$ cat config.mk
export PLATFORM = sky130hd
export DESIGN_NAME = memory_arbiter
export DESIGN_NICKNAME = d
export VERILOG_FILES = /design/src/rtl/memory_arbiter.sv
export SDC_FILE = /design/constraint.sdc
export NUM_CORES = 1
export LEC_CHECK = 0
export ABC_AREA = 1
export CAP_MARGIN = 20
export CORE_AREA = 2 2 105 107
export DETAILED_ROUTE_END_ITERATION = 12
export DIE_AREA = 0 0 107 109
export GPL_TIMING_DRIVEN = 0
export PLACE_DENSITY = 0.77
export REMOVE_ABC_BUFFERS = 1
export SETUP_SLACK_MARGIN = 0.05
export SLEW_MARGIN = 10
export SYNTH_ARGS = -nofsm -noshare
export SYNTH_HDL_FRONTEND = slang
export SYNTH_SLANG_ARGS = --single-unit
$ cat constraint.sdc
create_clock -name clk -period 3.3 [get_ports clk]
set_clock_uncertainty 0.15 [all_clocks]
set_input_delay 0.495 -clock clk [delete_from_list [all_inputs] [get_ports clk]]
set_output_delay 0.495 -clock clk [all_outputs]
set_load 0.01 [all_outputs]
$ cat src/rtl/memory_arbiter.sv
// rtl/memory_arbiter.sv - fetch/load-store arbiter for the shared ROM/RAM memory port
// Optional feature macro: MEMORY_ARBITER_STATS_EN (grant and conflict counters).
module memory_arbiter #(
  parameter int MAX_DATA_STREAK = 4
) (
  input  logic        clk,
  input  logic        resetN,
  input  logic        fetchReq,
  input  logic [31:0] fetchAddress,
  output logic        fetchReady,
  output logic        fetchValid,
  output logic [31:0] fetchData,
  input  logic        dataReq,
  input  logic        dataWriteEnable,
  input  logic [31:0] dataAddress,
  input  logic [31:0] dataIn,
  output logic        dataReady,
  output logic        dataValid,
  output logic [31:0] dataOut,
  output logic        dataFault,
  output logic [31:0] memAddress,
  output logic        memReadEnable,
  output logic        memWriteEnable,
  output logic [31:0] memDataIn,
  input  logic [31:0] memDataOut,
`ifdef MEMORY_ARBITER_STATS_EN
  output logic [31:0] fetchGrantCount,
  output logic [31:0] dataGrantCount,
  output logic [31:0] conflictCount,
`endif
  output logic [1:0]  grantState
);

  typedef enum logic [1:0] {
    GRANT_IDLE  = 2'd0,
    GRANT_FETCH = 2'd1,
    GRANT_DATA  = 2'd2
  } grant_t;

  localparam logic [3:0] STREAK_MAX = 4'(MAX_DATA_STREAK);

  grant_t     grant;
  logic [3:0] streakCount;
  logic       storeToRom;

  assign storeToRom = dataWriteEnable && !dataAddress[10];

  // Data wins contention until it has held the port STREAK_MAX times in a row.
  always_comb begin
    grant = GRANT_IDLE;
    if (fetchReq && dataReq)
      grant = (streakCount == STREAK_MAX) ? GRANT_FETCH : GRANT_DATA;
    else if (fetchReq)
      grant = GRANT_FETCH;
    else if (dataReq)
      grant = GRANT_DATA;
  end

  assign fetchReady = (grant == GRANT_FETCH);
  assign dataReady  = (grant == GRANT_DATA);

  always_comb begin
    memAddress     = 32'd0;
    memReadEnable  = 1'b0;
    memWriteEnable = 1'b0;
    memDataIn      = 32'd0;
    case (grant)
      GRANT_FETCH: begin
        memAddress    = fetchAddress;
        memReadEnable = 1'b1;
      end
      GRANT_DATA: begin
        memAddress     = dataAddress;
        memDataIn      = dataIn;
        memReadEnable  = !dataWriteEnable;
        memWriteEnable = dataWriteEnable && dataAddress[10];
      end
      default: ;
    endcase
  end

  always_ff @(posedge clk or negedge resetN) begin
    if (!resetN) begin
      fetchValid  <= 1'b0;
      fetchData   <= 32'd0;
      dataValid   <= 1'b0;
      dataOut     <= 32'd0;
      dataFault   <= 1'b0;
      grantState  <= GRANT_IDLE;
      streakCount <= 4'd0;
    end else begin
      fetchValid <= (grant == GRANT_FETCH);
      dataValid  <= (grant == GRANT_DATA);
      dataFault  <= (grant == GRANT_DATA) && storeToRom;
      grantState <= grant;
      if (grant == GRANT_FETCH)
        fetchData <= memDataOut;
      if (grant == GRANT_DATA)
        dataOut <= dataWriteEnable ? 32'd0 : memDataOut;
      if (!fetchReq || grant == GRANT_FETCH)
        streakCount <= 4'd0;
      else if (grant == GRANT_DATA && streakCount != STREAK_MAX)
        streakCount <= streakCount + 4'd1;
    end
  end

`ifdef MEMORY_ARBITER_STATS_EN
  always_ff @(posedge clk or negedge resetN) begin
    if (!resetN) begin
      fetchGrantCount <= 32'd0;
      dataGrantCount  <= 32'd0;
      conflictCount   <= 32'd0;
    end else begin
      if (grant == GRANT_FETCH)
        fetchGrantCount <= fetchGrantCount + 32'd1;
      if (grant == GRANT_DATA)
        dataGrantCount <= dataGrantCount + 32'd1;
      if (fetchReq && dataReq)
        conflictCount <= conflictCount + 32'd1;
    end
  end
`endif

endmodule

==> summary.md <==
| Metric | Value |
|---|---|
| Post-DP HPWL | 9.439 mm |
| Worst Hold Slack | 322.4 ps |
| Synth Area in Compound Gates | 0 |
| Final-stage net count | 899 |
| Worst R2R Start | streakCount[1] |
| DR WL/cell | 15.58 µm |
| Non-Filler Instances | 909 |
| IO Pins | 270 |
| Worst-skew pair later-pin latency | 340 ps |
| All-Layer GR Usage | 0.2311 |
| Post-Synth XOR/XNOR Area | 0.002416 |
| Commonest non-fill, non-tap cell in the layout | clkdlybuf4s50_1 |
| Flops & latches, synth | 73 |
| Avg Inst Size Synth | 7.338 µm² |
| Row cnt | 38 |
| Highest routed layer | met4 |
| Vias in the first global route | 4143 |
| RSZ-0062 raised after global routing | true |
| Die width | 107 µm |
| Core area | 10600 µm² |
| Worst reg2reg setup slack | 1240 ps |
| CP Launch Type | input port |
| Largest net degree at the start of global routing | 42 |
| Fill count | 875 |
| Routed wl met3 | 1.287 mm |
| Slew HR | 0.4199 |
| H-tree levels | 3 |
| Post-synthesis adder-cell area fraction | 0.006904 |
| Max Slew Vio Count | 0 |
| RR Endpoint | dataOut[6] |
| Crit path time final | 3113 ps |
| DRT met1 WL | 5.160 mm |
| Max Freq | 321.3 MHz |
| Data required, critical path | 2650 ps |
| Layout cell share with drive strength beyond 1 | 0.06242 |
| GRT overflow | 0 |
| CP arrival | 2470 ps |
| Worst slack at placement | -1471 ps |
| Fin util | 0.6624 |
| Worst hold start | dataOut[30] |
| Sum Neg Setup Slack | 0 ps |
| Clk sinks | 73 |
| Wirelength, routed | 14.17 mm |
| Port Buffers | 269 |
| Critical path fanouts, max | 36 |
| DP Cell Count | 873 |
| Mapped Cells | 494 |
| Gpl congestion | 0.7834 |
| First-pass iteration count of the detailed router | 6 |
| Synth Area in Simple Gates | 0.3928 |
| PwrDens | 361.9 nW/µm² |
| Total of max-cap violations | 0 |
| Area Overhead vs Synth | 93.75% |
| Largest family of logic cells by synthesized area | simple AND/OR/NAND/NOR gates |
| Leakage power | 3.646 nW |
| Clock transition at path regs | 80 ps |
| Fin worst setup slack | 187.2 ps |
| TritonCTS clock tree | built |
| Initial Util | 0.3419 |
| Number of routed nets with antenna violations | 0 |
| Period Utilization, post-route | 0.9433 |
| Min-Delay Path Class | reg2reg |
| Critical path origin | dataReq |
| Final setup vio count | 0 |
| Root buf cell | clkbuf_8 |
| Wire length on met2 | 7.493 mm |
| Multi-input gate area | 1575 µm² |
| Distinct cells, synth | 17 |
| CP Class | in2out |
| Multiplexer area fraction after synthesis | 0 |
| Outcome | complete, no violations |
| Sequential fraction of the synthesis area | 0.5040 |
| Num CTS Buffers | 9 |
| Via density | 4.708 |
| Antenna Cells | 0 |
| First-pass GRT wire length | 20.89 mm |
| Number of remaining DRC errors | 0 |
| Max clock buf depth | 2 |
| Critical Path Sink | memReadEnable |
| Die area | 11660 µm² |
| Die H | 109 µm |
| Netlist Area Pre-Place | 3625 µm² |
| Seq. cell area | 1827 µm² |
| Worst VDD drop | 0.1821 mV |
| Initial antenna violation count | 0 |
| Via Count | 4280 |
| Hold Vio Cnt, Final | 0 |
| Actual transition at the worst max-transition pin | 868.1 ps |
| Synth Warn # | 0 |
| Most frequent cells in the layout | clkdlybuf4s50_1 (250), nand2_1 (196), nand3_1 (99), dfrtp_1 (73), inv_1 (40) |
| Crit end category | output port |
| 1st-iter DRT viols | 244 |
| R2r worst-path depth | 10 |
[where the power goes]
group          internal [mW]  switching [mW]  total (mW)
clock network          0.425           0.331       0.757
logic                  0.447           0.313       0.760
registers              0.978          0.0473        1.03
[worst min-delay path by stage]
| stage | endpoint | cells after the start |
|---|---|---|
| floorplan | dataFault | 0 |
| global placement | dataOut[31] | 2 |
| detailed placement | dataFault | 1 |
| CTS | dataOut[10] | 2 |
| global route | dataOut[17] | 2 |
| finish | dataOut[30] | 2 |
[metal layers]
| metal | track usage | up-vias |
|---|---|---|
| met2 | 0.4409 | 228 |
| met1 | 0.2541 | 1961 |
| met3 | 0.05439 | 16 |
| li1 | - | 2075 |
| met4 | 0.06957 | 0 |
| met5 | 0 | - |
[metrics by stage]
step / total power [mW] / area [µm²]
after floorplan: 1.260 / 3442
after CTS: 2.555 / 6860
after global routing: 2.659 / 7023
after detailed placement: 1.783 / 6402
final: 2.542 / 7023
after global placement: 1.763 / 6310
[registers in the layout, summed over array words and instances (netlist names)]
name	flops
dataValid	1
fetchData	32
fetchValid	1
dataOut	32
grantState	2
dataFault	1
streakCount	4
[kinds of logic after synthesis]
family,count (synthesis)
xor+xnor,1
fa+ha+maj,2
buf+inv,76
flops,73
simple gates,342
[area by class of cell]
type,instances,area share
Multi-Input combinational cell,349,0.2243
Clock inverter,5,0.01140
Tap cell,140,0.02494
Timing Repair Buffer,289,0.4376
Inverter,42,0.02298
Sequential cell,73,0.2601
Clock buffer,11,0.01871
[synth_stat cells]
| master | count | share of area |
|---|---|---|
| nand2_1 | 198 | 0.21 |
| nand3_1 | 99 | 0.14 |
| dfrtp_1 | 73 | 0.50 |
| inv_1 | 41 | 0.042 |
| nor2_1 | 39 | 0.040 |
| buf_2 | 11 | 0.015 |
| buf_4 | 11 | 0.023 |
| clkbuf_1 | 9 | 0.0093 |
| buf_1 | 3 | 0.0031 |
| ha_1 | 2 | 0.0069 |
| nand2_2 | 2 | 0.0035 |
| inv_2 | 1 | 0.0010 |
| nand3b_1 | 1 | 0.0021 |
| nand4_1 | 1 | 0.0017 |
| nor2_2 | 1 | 0.0017 |
| or2_2 | 1 | 0.0017 |
| xnor2_1 | 1 | 0.0024 |
[critical path, stage by stage]
cell and delay (ps):
buf_4 370, inv_2 150, nor2_4 690, nand3b_1 200
clkdlybuf4s50_1 540
[repair_timing]
| action | 4_1_cts | 5_1_grt |
|---|---|---|
| hold buffers | 1 | 0 |
| buffers inserted | 6 | 4 |
| endpoints found under the setup margin | 101 | 32 |
| gates resized for setup | 18 | 19 |
| endpoints found under the hold margin | 32 | 0 |
| pin swaps | 3 | 2 |
| gates cloned | 6 | 3 |
Power figures use the tool's default switching activity.
